==> src/rtl/ddr3_cmd_scheduler.sv <==
// Open-page command scheduler for one x16 DDR3 device (8 banks).
// Ports: i_ck/i_rst clock and sync reset; i_init_done gates all commands;
//   i_req_* request handshake (o_req_ready); o_rd_issue/o_wr_issue pulse
//   with RD/WR on the pins; o_ref_overflow sticky refresh overrun;
//   o_cke, o_csbar/o_rasbar/o_casbar/o_webar, o_ba, o_a registered pins.
module ddr3_cmd_scheduler #(
  parameter int T_RCD  = 7,
  parameter int T_RP   = 7,
  parameter int T_RAS  = 20,
  parameter int T_WR   = 14,
  parameter int T_CCD  = 4,
  parameter int T_RFC  = 59,
  parameter int T_REFI = 4160
) (
  input  logic        i_ck,
  input  logic        i_rst,
  input  logic        i_init_done,
  input  logic        i_req_valid,
  output logic        o_req_ready,
  input  logic        i_req_write,
  input  logic [2:0]  i_req_bank,
  input  logic [12:0] i_req_row,
  input  logic [9:0]  i_req_col,
  output logic        o_rd_issue,
  output logic        o_wr_issue,
  output logic        o_ref_overflow,
  output logic        o_cke,
  output logic        o_csbar,
  output logic        o_rasbar,
  output logic        o_casbar,
  output logic        o_webar,
  output logic [2:0]  o_ba,
  output logic [12:0] o_a
);

  localparam int TW = $clog2(T_RCD + T_RP + T_RAS + T_WR
                             + T_CCD + T_RFC + 1);
  localparam int RW = $clog2(T_REFI);

  localparam logic [3:0] C_DES = 4'b1111;
  localparam logic [3:0] C_NOP = 4'b0111;
  localparam logic [3:0] C_ACT = 4'b0011;
  localparam logic [3:0] C_RD  = 4'b0101;
  localparam logic [3:0] C_WR  = 4'b0100;
  localparam logic [3:0] C_PRE = 4'b0010;
  localparam logic [3:0] C_REF = 4'b0001;

  typedef enum logic [2:0] {
    S_IDLE,
    S_PRE_W,
    S_ACT_W,
    S_COL_W,
    S_RPRE,
    S_REF,
    S_RFC_W
  } state_t;

  state_t          r_state;
  logic [TW-1:0]   r_rcd;
  logic [TW-1:0]   r_rp;
  logic [TW-1:0]   r_ccd;
  logic [TW-1:0]   r_rfc;
  logic [TW-1:0]   r_ras [8];
  logic [TW-1:0]   r_wrr [8];
  logic [7:0]      r_open;
  logic [12:0]     r_orow [8];
  logic [RW-1:0]   r_refc;
  logic            r_pend;
  logic            r_ovf;
  logic            r_wr_q;
  logic [2:0]      r_bank;
  logic [12:0]     r_row;
  logic [9:0]      r_col;
  logic            r_cke;
  logic            r_rdp;
  logic            r_wrp;
  logic [3:0]      r_cmd;
  logic [2:0]      r_ba;
  logic [12:0]     r_a;

  logic            w_exp;
  logic            w_ready;
  logic            w_acc;
  logic            w_hit;
  logic            w_tgt_free;
  logic            w_all_free;
  logic            w_col_go;
  logic            w_cw;
  logic [2:0]      w_cb;
  logic [9:0]      w_cc;

  // Refresh interval expires on the last count of the interval.
  assign w_exp   = i_init_done && (r_refc == RW'(T_REFI - 1));
  // An expiry this cycle blocks acceptance so refresh wins the tie.
  assign w_ready = r_cke && i_init_done && (r_state == S_IDLE)
                   && !r_pend && !w_exp;
  assign w_acc   = i_req_valid && w_ready;
  assign w_hit   = r_open[i_req_bank]
                   && (r_orow[i_req_bank] == i_req_row);
  assign w_tgt_free = (r_ras[r_bank] == '0) && (r_wrr[r_bank] == '0);

  always_comb begin
    w_all_free = 1'b1;
    for (int b = 0; b < 8; b++) begin
      if (r_ras[b] != '0 || r_wrr[b] != '0) w_all_free = 1'b0;
    end
  end

  // Column command either straight from an idle hit or after COL_W.
  always_comb begin
    w_col_go = 1'b0;
    w_cw     = r_wr_q;
    w_cb     = r_bank;
    w_cc     = r_col;
    if (r_state == S_IDLE) begin
      w_cw     = i_req_write;
      w_cb     = i_req_bank;
      w_cc     = i_req_col;
      w_col_go = w_acc && w_hit && (r_ccd == '0);
    end else if (r_state == S_COL_W) begin
      w_col_go = (r_rcd == '0) && (r_ccd == '0);
    end
  end

  always_ff @(posedge i_ck) begin
    if (i_rst) begin
      r_state <= S_IDLE;
      r_rcd   <= '0;
      r_rp    <= '0;
      r_ccd   <= '0;
      r_rfc   <= '0;
      for (int b = 0; b < 8; b++) begin
        r_ras[b]  <= '0;
        r_wrr[b]  <= '0;
        r_orow[b] <= '0;
      end
      r_open  <= '0;
      r_refc  <= '0;
      r_pend  <= 1'b0;
      r_ovf   <= 1'b0;
      r_wr_q  <= 1'b0;
      r_bank  <= '0;
      r_row   <= '0;
      r_col   <= '0;
      r_cke   <= 1'b0;
      r_rdp   <= 1'b0;
      r_wrp   <= 1'b0;
      r_cmd   <= C_DES;
      r_ba    <= '0;
      r_a     <= '0;
    end else begin
      r_cke <= 1'b1;
      r_cmd <= C_NOP;
      r_rdp <= 1'b0;
      r_wrp <= 1'b0;

      // Timers hold T-1 after their command; zero means satisfied.
      if (r_rcd != '0) r_rcd <= r_rcd - TW'(1);
      if (r_rp  != '0) r_rp  <= r_rp  - TW'(1);
      if (r_ccd != '0) r_ccd <= r_ccd - TW'(1);
      if (r_rfc != '0) r_rfc <= r_rfc - TW'(1);
      for (int b = 0; b < 8; b++) begin
        if (r_ras[b] != '0) r_ras[b] <= r_ras[b] - TW'(1);
        if (r_wrr[b] != '0) r_wrr[b] <= r_wrr[b] - TW'(1);
      end

      if (i_init_done) begin
        if (w_exp) begin
          r_refc <= '0;
          r_pend <= 1'b1;
          if (r_pend) r_ovf <= 1'b1;
        end else begin
          r_refc <= r_refc + RW'(1);
        end
      end

      unique case (r_state)
        S_IDLE: begin
          if (r_pend && i_init_done) begin
            r_state <= (r_open != '0) ? S_RPRE : S_REF;
          end else if (w_acc) begin
            r_wr_q <= i_req_write;
            r_bank <= i_req_bank;
            r_row  <= i_req_row;
            r_col  <= i_req_col;
            if (w_hit) begin
              if (r_ccd != '0) r_state <= S_COL_W;
            end else if (r_open[i_req_bank]) begin
              r_state <= S_PRE_W;
            end else begin
              r_state <= S_ACT_W;
            end
          end
        end
        S_PRE_W: begin
          if (w_tgt_free) begin
            r_cmd          <= C_PRE;
            r_ba           <= r_bank;
            r_a            <= '0;
            r_open[r_bank] <= 1'b0;
            r_rp           <= TW'(T_RP - 1);
            r_state        <= S_ACT_W;
          end
        end
        S_ACT_W: begin
          if (r_rp == '0) begin
            r_cmd          <= C_ACT;
            r_ba           <= r_bank;
            r_a            <= r_row;
            r_open[r_bank] <= 1'b1;
            r_orow[r_bank] <= r_row;
            r_rcd          <= TW'(T_RCD - 1);
            r_ras[r_bank]  <= TW'(T_RAS - 1);
            r_state        <= S_COL_W;
          end
        end
        S_COL_W: begin
        end
        S_RPRE: begin
          if (w_all_free) begin
            r_cmd   <= C_PRE;
            r_a     <= 13'h0400;
            r_open  <= '0;
            r_rp    <= TW'(T_RP - 1);
            r_state <= S_REF;
          end
        end
        S_REF: begin
          if (r_rp == '0) begin
            r_cmd   <= C_REF;
            r_open  <= '0;
            r_rfc   <= TW'(T_RFC - 1);
            r_state <= S_RFC_W;
          end
        end
        S_RFC_W: begin
          if (r_rfc == '0) begin
            // A fresh expiry on this cycle keeps refresh pending.
            r_pend  <= w_exp;
            r_state <= S_IDLE;
          end
        end
        default: r_state <= S_IDLE;
      endcase

      if (w_col_go) begin
        r_cmd   <= w_cw ? C_WR : C_RD;
        r_ba    <= w_cb;
        r_a     <= {1'b1, 2'b00, w_cc};
        r_ccd   <= TW'(T_CCD - 1);
        r_wrp   <= w_cw;
        r_rdp   <= !w_cw;
        if (w_cw) r_wrr[w_cb] <= TW'(T_WR - 1);
        r_state <= S_IDLE;
      end
    end
  end

  assign o_req_ready    = w_ready;
  assign o_rd_issue     = r_rdp;
  assign o_wr_issue     = r_wrp;
  assign o_ref_overflow = r_ovf;
  assign o_cke          = r_cke;
  assign o_csbar        = r_cmd[3];
  assign o_rasbar       = r_cmd[2];
  assign o_casbar       = r_cmd[1];
  assign o_webar        = r_cmd[0];
  assign o_ba           = r_ba;
  assign o_a            = r_a;

endmodule
==> config.mk <==
export PLATFORM = sky130hd
export DESIGN_NAME = ddr3_cmd_scheduler
export DESIGN_NICKNAME = d
export VERILOG_FILES = /design/src/rtl/ddr3_cmd_scheduler.sv
export SDC_FILE = /design/constraint.sdc
export NUM_CORES = 1
export LEC_CHECK = 0
export ABC_AREA = 0
export BUFFER_PORTS_ARGS = -buffer_cell sky130_fd_sc_hd__buf_2
export CAP_MARGIN = 10
export CORE_UTILIZATION = 45
export DETAILED_ROUTE_END_ITERATION = 10
export PLACE_DENSITY = 0.63
export SYNTH_ARGS = -nofsm -noshare
export SYNTH_HDL_FRONTEND = slang
export SYNTH_SLANG_ARGS = --single-unit
==> constraint.sdc <==
create_clock -name i_ck -period 4 [get_ports i_ck]
set_input_delay 0.4 -clock i_ck [delete_from_list [all_inputs] [get_ports i_ck]]
set_output_delay 0.4 -clock i_ck [all_outputs]
set_load 0.005 [all_outputs]
Word level (Yosys, flattened, before mapping)
Memories as Yosys holds them, arrays and structs flattened. A register that Yosys moved wholly into a read port is not among the register bits.
Cells that the tools add are included.

storage, ports and cells
  register bits = 104
  memory bits (writable) = 216
  input port bits = 31
  output and inout port bits = 25
  logic and storage cells = 304
  memories = 3

memory list
  name    depth  bits a word  rd ports  clocked after Yosys merged registers in  wr ports  RTL line  source
  r_orow  8      13           1         0                                        8         66        logic [12:0] r_orow [8];
  r_ras   8      7            9         1                                        9         63        logic [TW-1:0] r_ras [8];
  r_wrr   8      7            9         1                                        9         64        logic [TW-1:0] r_wrr [8];

cells by class
  add/subtract/negate cells = 21
  magnitude comparators = 3
  equality and inequality tests = 18
  multiplexer cells = 149
  bitwise gates (word level) = 22
  reduce and logical (&&, ||, !) cells = 67

operator list
  cell                     number
  $mux W7                  25
  $reduce_bool A7 Y1       20
  $sub A7 B1 Y7 const B    20
  $mux W1                  79
  $mux W13                 6
  $mux W3                  22
  $logic_not A7 Y1         6
  $pmux W13 S3             1
  $mux W8                  4
  $pmux W8 S4              1
  $pmux W3 S7              1
  $or A1 B1 Y1             16
  $pmux W7 S2              1
  $add A13 B1 Y13 const B  1
  $eq A13 B13 Y1           1
  $eq A13 B13 Y1 const B   1
  $logic_and A1 B1 Y1      13
  $reduce_or A13 Y1        1
  $pmux W3 S4              1
  $mux W10                 1
  $ne A2 B2 Y1 const B     5
  $eq A3 B3 Y1 const B     3
  $ne A3 B3 Y1 const B     3
  $reduce_and A3 Y1        3
  other kinds (26)         45

Logic depth before layout (Yosys ltp)
An unclocked memory read counts as a cell.

  depth in word-level cells = 14
  gate-level depth with buffers = 14
  mapped depth without buffers = 11

Worst setup path before layout
Ideal clock, no wire load.

  kind = reg-to-reg
  from = reg r_rp[0]
  to = mem r_orow[1][0], enable pin
  setup time = 371 ps
  data arrival time = 2657 ps
  required time = 3629 ps
  setup slack = 972 ps
  cell stages (with the launch flop) = 10
  path buffers = 1
  clock period less this slack = 3028 ps
  cell sequence = dfxtp_1 -> inv_1 -> ha_1 -> or4b_1 -> nor3_1 -> nand2_1 -> nor2_1 -> clkbuf_1 -> nand2_1 -> nand2_1

RTL lines
  item                      RTL line  source
  start: declaration        60        logic [TW-1:0] r_rp;
  start signal: assignment  159       if (r_rp != '0) r_rp <= r_rp - TW'(1);
  start signal: assignment  201       r_rp <= TW'(T_RP - 1);
  start signal: assignment  224       r_rp <= TW'(T_RP - 1);
  end: declaration          66

==> run metrics <==
outcome=finished clean; Yosys cell types=70; final hold vios=0; total negative slack=0 ns; Crit path max-delay family=simple AND/OR/NAND/NOR gates; Total Power=12.0 mW; Slew headroom=38.8%; post-route ant nets=0; Synth Flop Type=dfxtp_1; routed length per instance=18.2 um; Yosys warning total=0; DPL Wire Length=26000 um; Period minus WS final=3.44 ns; starting density of the core=45.7%; initial antenna violation count=0; top cell type's share of synthesized area=28.7%; critical path launch point=r_wrr[7][0]; Tot GR Track Use=22.1%; floorplan die height=186 um; CTS max path bufs=3; Core Rows=67; CP endpoint kind=flop; postcts setup bufs=0; Core Area=0.0334 sq mm; min-delay src=i_req_col[4]; Pleak=6.81 nW; H-tree levels=2; unrepaired setup endpoints after global routing=false; GP Congestion=0.851; Hold-fix buffers, CTS=0; most frequent cells in the layout=219 x dfxtp_1, 180 x nand2_1, 121 x nor2_1, 104 x edfxtp_1, 72 x a21oi_1; sequential share of the synthesized area=49.1%; final setup violating endpoints=0; largest cells by area after synthesis=dfxtp_1 29%, edfxtp_1 20%, nand2_1 4.4%; clk slew on worst S/H paths=0.06 ns; Avg Vias per Cell=5.56; power density cells=696 mW/mm^2; DRC=0; root buffer cell=clkbuf_16; Avg Inst Size Synth=9.61 sq um; DR pass1 iterations=5; Post-Syn Instances=1592; CTS buffer count=36; Net Count, Synth=1656; max incr delay on CP=0.51 ns; CTS Sinks=323; number of global-route vias before repair=11500; fill count=3061; DIE AREA=0.0347 sq mm; CP cell instances=inv_1 -> ha_1 -> or3b_2 -> nor2b_1 -> and4b_1 -> nand4b_1 -> nor4_1 -> o32ai_1 -> buf_4 -> o22ai_1 -> a31oi_1 -> a2111oi_0; CP startpoint kind=flop; largest net degree at the start of global routing=56; Final period util=86.0%; Highest Clock Rate=291 MHz; commonest non-fill, non-tap cell in the layout=dfxtp_1; final-stage net count=1705; Layout Skew=0.0264 ns; Mapped Area=0.0153 sq mm; Synth Register Bits=323; area leader, netlist=dfxtp_1; Max Cap Viol=0; io pins=56; Most Crowded Layer GR=met2; CTS tree=done; r2r startpoint=r_wrr[7][0]; WL final=38400 um; Critical Path AT=3.83 ns; M3 GR Usage=2.54%; ANT cells=0; VDD IR max=388 uV; CP Buf/Inv Count=2; slowest cell on the critical path=or3b_2; Post-synth EDFFs=104; Critical Path RT=4.39 ns; Slew @ Worst Pin=0.917 ns; Die Span X=186 um; total number of vias=11800; global route overflow=0; Port Buffer Count=55; met1 Use GR=29.7%; first-pass GRT wire length=61900 um; share of layout cells above drive strength 1=11.7%; FFs w/ async S/R, synth=0%; critical-path maximum fanout=7; 1st-iter DRT viols=771; synthesis-to-finish area growth=13.1%; post-cts sizing count=0; Worst-Skew Late Latency=0.52 ns; hold crit path type=input port to flop; Final Max Slew Viols=0; crit path kind=flop to flop; met2 usage=37.3%
state kept, by name, indices dropped and copies added, names as in the netlist, named ones only:
register and count:
r_rp 7, o_cke 1, o_rd_issue 1, o_wr_issue 1, r_ras 56, r_wr_q 1, r_rcd 7, r_bank 3
o_ba 3, r_ccd 7, r_wrr 56, o_a 13, r_refc 13, r_state 3, r_row 13, r_open 8
r_cmd 4, o_ref_overflow 1, r_orow 104, r_col 10, r_pend 1, r_rfc 7
final timing paths:
kind	endpoint	slack, ns	cells after the start
max	r_state[0]	0.56	12
min	r_col[4]	0.13	3
min reg2reg	r_ras[6][6]	0.45	2
max reg2reg	r_state[0]	0.56	12
cell families after synthesis:
logic type / Yosys count / share of synthesized area [%]
DFF: 323 / 49.1
muxes: 66 / 5.27
xor gates and xnor gates: 112 / 6.41
AOI/OAI and AO/OA: 232 / 9.46
and+or+nand+nor: 696 / 23.6
buffers and inverters: 130 / 3.49
adders and majority gates: 33 / 2.70
tightest hold or removal path, cell delays in order:
cell	delay [ns]
buf_2	0.10
nand2_1	0.05
a21oi_1	0.05
synth_stat cells, types with 13 or more instances:
master    instances
mux2i_1          40
o21ai_0          51
nor2_1          122
mux2_2           16
a31oi_1          13
o22ai_1          27
nand3b_1         25
or3_1            15
nand2_1         180
a21oi_1          72
dfxtp_1         219
nand4_1          13
nand3_1          37
ha_1             33
nand2b_1         16
xor2_1           61
clkbuf_1         64
inv_1            48
nor2b_1          25
nor3_1           68
and3_1           63
edfxtp_1        104
xnor2_1          51
nor4_1           31
and2_1           61
metal layers:
layer | wire, um | up-vias | part of all wire, %
met3 | 1730 | 68 | 4.5
met2 | 18100 | 284 | 47
met4 | 915 | 0 | 2.4
met5 | 0 | - | 0
met1 | 17700 | 5660 | 46
li1 | - | 5756 | -
power breakdown:
group / total [mW] / leakage, nW / internal (mW) / switching, mW
Combinational: 4.16 / 3.35 / 1.78 / 2.38
Clock: 3.32 / 0.592 / 1.97 / 1.35
Sequential: 4.55 / 2.87 / 4.02 / 0.528
Total: 12.0 / 6.81 / 7.78 / 4.25
final cells by class:
class                   count  area (sq um)  share of cell area (%)
clock buffers              53          1100                    6.35
multi-input cells        1139          7270                    42.0
inverters                  49           184                    1.06
clock inverters            13           108                   0.622
well taps                 448           561                    3.24
flip-flops and latches    323          7510                    43.4
repair buffers             92           568                    3.28
per-stage QoR:
stage	hold WS (ns)	cells	util (%)	area (sq um)	setup slack, ns
2_1_floorplan	0.412	1592	-	15300	0.972
3_3_place_gp	0.424	2051	48.1	16100	0.487
3_5_place_dp	0.441	2051	48.1	16100	0.409
4_1_cts	0.121	2117	51.7	17300	0.655
5_1_grt	0.138	2117	51.7	17300	0.388
6_report	0.129	2117	51.7	17300	0.561
Power figures use the tool's default switching activity.
